--- src/rtl/demux_pkg.sv ---
// ============================================================================
// Module : demux_pkg
// Brief  : Shared constants and lane-state encoding for demux1_4_reg.
// Rev    : 1.0
// ============================================================================
`default_nettype none

package demux_pkg;

  localparam int DATA_W    = 16;
  localparam int NUM_LANES = 4;

  localparam logic [1:0] LANE0 = 2'd0;
  localparam logic [1:0] LANE1 = 2'd1;
  localparam logic [1:0] LANE2 = 2'd2;
  localparam logic [1:0] LANE3 = 2'd3;

  typedef enum logic {
    EMPTY = 1'b0,
    FULL  = 1'b1
  } lane_state_e;

endpackage : demux_pkg

`default_nettype wire

--- src/rtl/demux_lane.sv ---
// ============================================================================
// Module : demux_lane
// Brief  : One output lane: data register plus EMPTY/FULL valid tracking.
//          With DEMUX_OVF_EN defined, also flags writes that hit a full lane.
// Rev    : 1.0
// ============================================================================
`default_nettype none

module demux_lane
  import demux_pkg::*;
#(
  parameter int WIDTH = DATA_W
) (
  input  logic             clk,
  input  logic             rst,
  input  logic             i_we,
  input  logic             i_ack,
  input  logic [WIDTH-1:0] i_d,
  output logic [WIDTH-1:0] o_q,
  output logic             o_valid
`ifdef DEMUX_OVF_EN
  ,
  output logic             o_ovf_pulse
`endif
);

  lane_state_e      r_state;
  lane_state_e      w_state_next;
  logic [WIDTH-1:0] r_data;

  // A write to this lane always wins over a same-edge acknowledge.
  always_comb begin
    w_state_next = r_state;
    case (r_state)
      EMPTY:   if (i_we) w_state_next = FULL;
      FULL:    if (!i_we && i_ack) w_state_next = EMPTY;
      default: w_state_next = EMPTY;
    endcase
  end

  always_ff @(posedge clk) begin
    if (rst) begin
      r_state <= EMPTY;
      r_data  <= '0;
    end else begin
      r_state <= w_state_next;
      if (i_we) r_data <= i_d;
    end
  end

  assign o_q     = r_data;
  assign o_valid = (r_state == FULL);

`ifdef DEMUX_OVF_EN
  assign o_ovf_pulse = i_we && (r_state == FULL) && !i_ack;
`endif

endmodule : demux_lane

`default_nettype wire

--- src/rtl/demux1_4_reg.sv ---
// ============================================================================
// Module : demux1_4_reg
// Brief  : Registered 1:4 demultiplexer with per-lane valid/ack handshake.
//          Optional sticky overwrite flag enabled by macro DEMUX_OVF_EN.
// Rev    : 1.0
// ============================================================================
`default_nettype none

module demux1_4_reg
  import demux_pkg::*;
#(
  parameter int WIDTH = DATA_W
) (
  input  logic             CLK,
  input  logic             RST,
  input  logic [WIDTH-1:0] D,
  input  logic             S0,
  input  logic             S1,
  input  logic             WE,
  input  logic             ACK0,
  input  logic             ACK1,
  input  logic             ACK2,
  input  logic             ACK3,
  output logic [WIDTH-1:0] O0,
  output logic [WIDTH-1:0] O1,
  output logic [WIDTH-1:0] O2,
  output logic [WIDTH-1:0] O3,
  output logic             V0,
  output logic             V1,
  output logic             V2,
  output logic             V3,
  output logic             OVF
);

  logic [1:0]           w_sel;
  logic [NUM_LANES-1:0] w_lane_we;
  logic [NUM_LANES-1:0] w_ack;
  logic [NUM_LANES-1:0] w_valid;
  logic [WIDTH-1:0]     w_q [NUM_LANES];

  assign w_sel = {S1, S0};
  assign w_ack = {ACK3, ACK2, ACK1, ACK0};

  always_comb begin
    w_lane_we = '0;
    if (WE) begin
      case (w_sel)
        LANE0:   w_lane_we[0] = 1'b1;
        LANE1:   w_lane_we[1] = 1'b1;
        LANE2:   w_lane_we[2] = 1'b1;
        LANE3:   w_lane_we[3] = 1'b1;
        default: w_lane_we = '0;
      endcase
    end
  end

`ifdef DEMUX_OVF_EN
  logic [NUM_LANES-1:0] w_ovf_pulse;
  logic                 r_ovf;
`endif

  for (genvar i = 0; i < NUM_LANES; i++) begin : g_lane
    demux_lane #(
      .WIDTH(WIDTH)
    ) u_lane (
      .clk        (CLK),
      .rst        (RST),
      .i_we       (w_lane_we[i]),
      .i_ack      (w_ack[i]),
      .i_d        (D),
      .o_q        (w_q[i]),
      .o_valid    (w_valid[i])
`ifdef DEMUX_OVF_EN
      ,
      .o_ovf_pulse(w_ovf_pulse[i])
`endif
    );
  end

  assign O0 = w_q[0];
  assign O1 = w_q[1];
  assign O2 = w_q[2];
  assign O3 = w_q[3];
  assign V0 = w_valid[0];
  assign V1 = w_valid[1];
  assign V2 = w_valid[2];
  assign V3 = w_valid[3];

`ifdef DEMUX_OVF_EN
  // Sticky until reset; the overwriting write itself still goes through.
  always_ff @(posedge CLK) begin
    if (RST)               r_ovf <= 1'b0;
    else if (|w_ovf_pulse) r_ovf <= 1'b1;
  end
  assign OVF = r_ovf;
`else
  assign OVF = 1'b0;
`endif

endmodule : demux1_4_reg

`default_nettype wire

--- config.mk ---
export PLATFORM = sky130hd
export DESIGN_NAME = demux1_4_reg
export DESIGN_NICKNAME = d
export VERILOG_FILES = /design/src/rtl/demux_pkg.sv /design/src/rtl/demux_lane.sv /design/src/rtl/demux1_4_reg.sv
export SDC_FILE = /design/constraint.sdc
export NUM_CORES = 1
export LEC_CHECK = 0
export CAP_MARGIN = 20
export CORE_MARGIN = 4
export CORE_UTILIZATION = 48
export CTS_CLUSTER_DIAMETER = 50
export DETAILED_ROUTE_END_ITERATION = 8
export PLACE_DENSITY = 0.84
export SLEW_MARGIN = 10
export SYNTH_ARGS = -nofsm -noshare
export SYNTH_HDL_FRONTEND = slang
export SYNTH_SLANG_ARGS = --single-unit
--- constraint.sdc ---
create_clock -name CLK -period 1.7 [get_ports CLK]
set_input_delay 0.34 -clock CLK [delete_from_list [all_inputs] [get_ports CLK]]
set_output_delay 0.34 -clock CLK [all_outputs]
set_load 0.03 [all_outputs]
; Word level (Yosys, flattened, before mapping)
; Cells that the tools add are included.
[totals]
out_inout_bits = 69
regBits = 68
input_bits = 25
wordCells = 41
[op_classes]
bitwise = 4
muxes = 17
n_eq_ne = 3
reduce_logical = 9
[op_table]
columns = operator, count
row1 = 2-to-1 mux 1 bit, 12
row2 = one-hot mux 1 bit (2 select lines), 4
row3 = "equality test 2 bit, second input constant", 2
row4 = logical AND 1 bit, 4
row5 = logical NOT 1 bit, 4
row6 = 2-to-1 mux 4 bit, 1
row7 = NOT 1 bit, 4
row8 = "equality test 2 x 1 -> 1 bit, second input constant", 1
row9 = logical NOT 2 bit, 1

; Depth between registers and ports, before layout
; Gate-level depths: netlist (run 1).
[logic_depth]
depth_word = 7
ltp_mapped = 4

; Hierarchy
; A second synthesis (run 1) with hierarchy kept.
[hier_totals]
cells_unflattened = 230
area_unflattened_um2 = 2516.2
[modules_own_cells]
columns = mod, cells_per_inst, n_inst, area_each_um2
row1 = demux_lane, 56, 4, 616.8
row2 = demux1_4_reg, 6, 1, 48.8

; Least setup slack after synthesis (run 1)
; OpenSTA, ideal clock, no wires.
[synth_timing]
path_kind = in2reg
from = input port S0
to = register g_lane[0].u_lane.r_data[10]
slack_ns = 0.469
stages = 4
setup_ns = 0.121
t_arrival_ns = 1.110
n_path_buf = 2
cell_sequence = or3b_1 buf_6 buf_12 mux2i_1
[synth_between]
elab_chain_cells = 3
[synth_rtl]
columns = item, line
row1 = from (decl), demux1_4_reg.sv:17  ; input logic S0,
row2 = logical NOT 2 bit, demux1_4_reg.sv:47  ; case (w_sel)
row3 = 2-to-1 mux 1 bit, demux1_4_reg.sv:47
row4 = 2-to-1 mux 4 bit, demux1_4_reg.sv:46  ; if (WE) begin
row5 = to (signal assigned), demux_lane.sv:47  ; if (i_we) r_data <= i_d;
row6 = to (decl), demux_lane.sv:29  ; logic [WIDTH-1:0] r_data;
; No other way between the ends.
; A chain may end at the register's enable or synchronous reset.

; Final worst setup path (run 1)
[layout_timing]
from = register g_lane[3].u_lane.r_state
to = output port V3
[layout_lines]
columns = item, line
row1 = from (decl), demux_lane.sv:27  ; lane_state_e r_state;
row2 = from (signal assigned), demux_lane.sv:46  ; r_state <= w_state_next;
row3 = to (decl), demux1_4_reg.sv:31  ; output logic V3,
; No word-level cell between the ends.

==> reports/metrics.yaml, run 1 <==
clock_network:
  clock_latency_ns: 0.33
  cts_buffers: 9
  postCtsSetupRepairBufs: 0
  clockBufferDepth: 2
  clockRootBuffer: "clkbuf_8"
  path_clk_slew_ns: 0.06
  hold_buffers: 0
  cts.htree.levels: 3
  cts_num_sinks: 68
  cts_tree: "built"
timing:
  rsz0062_at_grt: "no"
  setup_tns_ns: 0
  min_period_over_period_pct: 97.3
  setup_viol: 0
  hold_violations: 0
  finalMaxSlewViolations: 0
  fin_skew_ns: 0
  fin_crit_ns: 1.65
  fmax_mhz: 605
worst_hold_path:
  min_from: "RST"
  hold_class: "in2reg"
global_route:
  overflow: 0
  grt_use_total_pct: 18.5
  grt_pass1_vias: 2039
  antenna_found_initial: 0
  grt_pass1_wl_um: 10100
  grt_max_degree: 85
status:
  status: "completed"
route:
  drt-vias-per-instance: 4.77
  highest_layer: "met4"
  num_vias: 1976
  firstDrtPassIters: 4
  wl_met2_um: 3070
  wl_per_cell_um: 14.9
  ant_nets: 0
  wl_um: 6160
  drc: 0
  dr_wl_met3_um: 235
  drt-initial-drc-count: 47
  met1_length_um: 2660
place:
  place_area_mm2: 0.00373
  placedCellCount: 399
  dp.final_hpwl_um: 4300
  gp_congestion: 0.725
  portBuffers: 92
yosys:
  syn_avg_cell_area_um2: 11.0
  syn-num-nets: 270
  synth_adder_area_share_pct: 0
  synth_top_area_share_pct: 50.4
  syn-cell-area_mm2: 0.00270
  synthMuxAreaShare_pct: 23.7
  synth.distinct_cells: 15
  synth_area_leaders: "dfxtp_1 (50%), mux2i_1 (24%), nand2b_1 (19%), clkbuf_1 (1.4%), a21oi_1 (0.74%)"
  ys_ff_latch: 68
  synth_top_family_by_area: "multiplexers"
  synth_seq_area_share_pct: 50.4
  synth-xor-area-share_pct: 0
  yosys.area_share.simple_pct: 21.2
  synth_compound_area_share_pct: 0.741
  synth_cells: 245
  synth.yosys.warnings: 0
  synth_area_leader_cell: "dfxtp_1"
final_layout:
  drive_gt1_share_pct: 7.31
  design_area_mm2: 0.00389
  final_common_cell: "nand2b_1"
  multiInputGateArea_mm2: 0.00124
  fillers: 466
  antennaDiodeCount: 0
  fin_util_pct: 71.1
  layout_common_cells: "nand2b_1 (84), dfxtp_1 (68), mux2i_1 (64)"
  regArea_mm2: 0.00136
  nets: 363
  stdcell_count: 414
  areaGrowthSynthToFinish_pct: 44.0
setup_path:
  cpPeakStageDelay_ns: 0.67
  crit_path_start_kind: "flip-flop"
  end_kind: "output pin"
  crit_fanout: 2
  crit_start: "g_lane[3].u_lane.o_valid"
  reg2reg_from: "g_lane[2].u_lane.o_q[10]"
  cp_slowest_cell: "clkdlybuf4s50_1"
  rrSetupSlack_ns: 1.08
  crit_type: "reg2out"
  cp_top_family: "buffers and inverters"
  path_cells: "clkdlybuf4s50_1"
  critPathRequiredTime_ns: 1.36
  crit_arrival_ns: 1.31
  cp.buffers_inverters: 1
floorplan:
  die_y_um: 83.0
  start_util_pct: 49.4
  core_region_area_mm2: 0.00547
  rows: 27
  die-area_mm2: 0.00689
  ioPinCount: 94
  die_w_um: 83.0
flow_run:
  maxCapViolCount: 0
power_and_ir_drop:
  finalPower_uw: 3370
  max-vdd-ir-drop_mv: 0.567
  leakagePower_uw: 0.00219
  p_per_area_mw_per_mm2: 867
## logic make-up (layout without fill, tap and decap cells)
| group | Yosys count | after routing |
|---|---|---|
| AO/OA/AOI/OAI | 4 | 4 |
| other | 1 | 1 |
| flip-flops | 68 | 68 |
| AND/OR/NAND/NOR | 90 | 90 |
| multiplexers | 64 | 64 |
| buffers and inverters | 18 | 115 |
## through the flow
step                      hold WS [ns]  worst slack, ns
after floorplan                  0.522            0.469
after global placement           0.457           0.0593
after detailed placement         0.462           0.0284
after CTS                        0.457          0.00137
after global routing             0.492          0.00791
final                            0.465           0.0458
## worst min-delay path, stage by stage
cell,delay [ns]
buf_2,0.10
buf_12,0.24
a21oi_1,0.06
## final cells by class
| cell class | count | share of cell area [%] |
|---|---|---|
| clock buffer | 14 | 4.70 |
| timing repair buffer | 100 | 26.1 |
| sequential | 68 | 35.0 |
| multi-input combinational | 159 | 31.8 |
| tap | 72 | 2.32 |
| clock inverter | 1 | 0.129 |
## cell usage after synthesis, drive strengths merged
master,number
dfxtp,68
nand3,1
buf,8
and3b,1
nand2b,84
mux2i,64
clkbuf,10
or3b,1
a21oi,4
conb,1
and3,1
nand3b,2
## per-layer routing
metal  vias to the layer above  GRT usage (%)
met5                         -              0
met4                         0           11.0
met3                        14           4.37
met2                        50           31.2
met1                       929           21.2
li1                        983              -
## sequential cells by signal, indices dropped and copies added, names as in the netlist
signal / cells
g_lane.u_lane.o_valid: 4
g_lane.u_lane.o_q: 64
## final timing paths
path / cells past startpoint / endpoint
max reg2reg: 2 / g_lane[2].u_lane.o_q[10]
min reg2reg: 2 / g_lane[3].u_lane.o_valid
min: 3 / g_lane[2].u_lane.o_valid
max: 1 / V3
## power by group
part           switching (uW)  leakage (uW)  internal (uW)
clock network             553     0.0000986            680
logic                     250       0.00154            211
registers                27.9      0.000553           1650
## repair_timing
item                       4_1_cts  5_1_grt
pin swaps                        0        0
resized for setup               51       16
hold endpoints to repair         0        0
setup endpoints to repair       51       16
Note: power is estimated with default switching activity, not from simulation.
==> inputs of run 2 (changes only) <==
==> constraint.sdc (replaced) <==
create_clock -name CLK -period 1.7 [get_ports CLK]
set_input_delay 0.34 -clock CLK [delete_from_list [all_inputs] [get_ports CLK]]
set_output_delay 0.34 -clock CLK [all_outputs]
set_load 0.02 [all_outputs]
==> run 2 against run 1 <==
- sequential share of layout area down 0.26 points
- critical path depth unchanged
- maximum frequency up 0.56%
- clock power about the same
- register-to-register slack about the same
- routed wire length down 0.75%
- sequential power about the same
- setup slack better by 0.0092 ns
- cell area up 0.74%
==> reports/metrics.yaml, run 2 (synthesized netlist as in run 1, its figures left out) <==
status:
  status: "completed"
route:
  ant_nets: 0
  drc: 0
  drt-initial-drc-count: 47
  num_vias: 1986
  drt-vias-per-instance: 4.80
  wl_um: 6120
  firstDrtPassIters: 4
  wl_per_cell_um: 14.8
setup_path:
  reg2reg_from: "g_lane[2].u_lane.o_q[10]"
  ff2ff_path_depth: 2
  cp.buffers_inverters: 1
  cp_slowest_cell: "clkdlybuf4s50_1"
  crit_path_start_kind: "flip-flop"
  crit_arrival_ns: 1.31
  rrSetupSlack_ns: 1.08
  end_kind: "output pin"
  r2r-end: "g_lane[2].u_lane.o_q[10]"
  path_cells: "clkdlybuf4s50_1"
  cp_top_family: "buffers and inverters"
  cpPeakStageDelay_ns: 0.63
  crit_type: "reg2out"
  crit_fanout: 2
  critPathRequiredTime_ns: 1.36
power_and_ir_drop:
  leakagePower_uw: 0.00171
  p_sw_uw: 794
  p_int_uw: 2570
  max-vdd-ir-drop_mv: 0.572
  p_seq_share_pct: 49.9
  combPwrFrac_pct: 13.3
  clkPwrFrac_pct: 36.8
  p_per_area_mw_per_mm2: 859
  sw_frac_of_total_pct: 23.6
clock_network:
  cts_num_sinks: 68
  postCtsSetupRepairBufs: 0
  clockBufferDepth: 2
  cts.htree.levels: 3
  cts_buffers: 9
  clock_latency_ns: 0.33
  cts-resized-gates: 0
  hold_buffers: 0
  path_clk_slew_ns: 0.07
  cts_tree: "built"
  clockRootBuffer: "clkbuf_8"
timing:
  finalMaxSlewViolations: 0
  fmax_mhz: 608
  setup_tns_ns: 0
  min_period_over_period_pct: 96.8
  fin_crit_ns: 1.65
  setup_viol: 0
  rsz0062_at_grt: "no"
  hold_violations: 0
  fin_skew_ns: 0
worst_hold_path:
  hold_path_depth: 3
  holdPathEnd: "g_lane[2].u_lane.o_valid"
  hold_class: "in2reg"
  min_from: "RST"
final_layout:
  fin_util_pct: 71.6
  layout_common_cells: "clkdlybuf4s50_1 (89), nand2b_1 (84), dfxtp_1 (68)"
  nets: 363
  largest_reg_flops: 64
  antennaDiodeCount: 0
  drive_gt1_share_pct: 7.31
  final_common_cell: "clkdlybuf4s50_1"
  areaGrowthSynthToFinish_pct: 45.1
  stdcell_count: 414
global_route:
  overflow: 0
  grt_max_degree: 85
  antenna_found_initial: 0
  grt_pass1_vias: 2040
  grt_use_total_pct: 18.5
  grt_pass1_wl_um: 10100
flow_run:
  maxCapViolCount: 0
floorplan:
  start_util_pct: 49.4
  die-area_mm2: 0.00689
  core_region_area_mm2: 0.00547
  ioPinCount: 94
  die_y_um: 83.0
  rows: 27
  die_w_um: 83.0
place:
  portBuffers: 92
  dp.final_hpwl_um: 4300
  gp_congestion: 0.725
  placedCellCount: 399
[run 2: cell count changes in the layout (fill, tap and decap cells not counted), sizes merged]
cell	before	now
dlygate4sd2	51	0
dlymetal6s2s	16	2
clkdlybuf4s50	24	89
[run 2: metrics by stage]
| stage | instance area, um2 | worst slack [ns] | total power [uW] | hold slack, ns |
|---|---|---|---|---|
| 5_1_grt | 3920 | 0.00529 | 3510 | 0.492 |
| 4_1_cts | 3910 | 0.0269 | 3410 | 0.457 |
| 6_report | 3920 | 0.0550 | 3370 | 0.464 |
| 3_5_place_dp | 3730 | 0.0284 | 2170 | 0.462 |
| 3_3_place_gp | 3730 | 0.0593 | 2160 | 0.457 |
| 2_1_floorplan | 2700 | 0.469 | 1950 | 0.522 |
[run 2: power groups by stage]
stage               sequential (uW)  combinational, uW  clock, uW
CTS                            1680                455       1270
global placement               1710                446          0
detailed placement             1720                453          0
finish                         1680                449       1240
floorplan                      1780                166          0
global route                   1690                478       1350
[run 2: how the worst max path moves through the flow]
stage | cells after the start | slack (ns) | from | to
finish | 1 | 0.05 | g_lane[0].u_lane.o_q[13] | O0[13]
global route | 1 | 0.005 | g_lane[3].u_lane.o_q[15] | O3[15]
CTS | 1 | 0.03 | g_lane[0].u_lane.o_q[14] | O0[14]
detailed placement | 4 | 0.03 | S1 | g_lane[1].u_lane.o_q[3]
global placement | 4 | 0.06 | S1 | g_lane[1].u_lane.o_q[1]
floorplan | 4 | 0.47 | S0 | g_lane[0].u_lane.o_q[10]
[run 2: cell type report]
| type | instances | area (um2) |
|---|---|---|
| timing repair buffer | 100 | 1040 |
| multi-input combinational | 159 | 1240 |
| tap | 72 | 90.1 |
| clock inverter | 1 | 5.00 |
| clock buffer | 14 | 183 |
| fill | 449 | 1550 |
| sequential | 68 | 1360 |
[run 2: routing by layer]
metal	routed length (um)	track usage, %	up-vias	share of wire, %
met5	0	0	-	0
met4	150	11.0	0	2.5
met2	3100	31.2	52	51
li1	-	-	986	-
met1	2620	21.3	936	43
met3	247	4.37	12	4.0
==> inputs of run 3 (changes only) <==
--- a/config.mk
+++ b/config.mk
@@ -9,9 +9,9 @@
 export CORE_MARGIN = 4
 export CORE_UTILIZATION = 48
 export CTS_CLUSTER_DIAMETER = 50
+export CTS_CLUSTER_SIZE = 24
 export DETAILED_ROUTE_END_ITERATION = 8
 export PLACE_DENSITY = 0.84
-export SLEW_MARGIN = 10
 export SYNTH_ARGS = -nofsm -noshare
 export SYNTH_HDL_FRONTEND = slang
 export SYNTH_SLANG_ARGS = --single-unit
==> results of run 3 <==
Same layout as run 2: the final DEF is identical, and so are final timing and power.
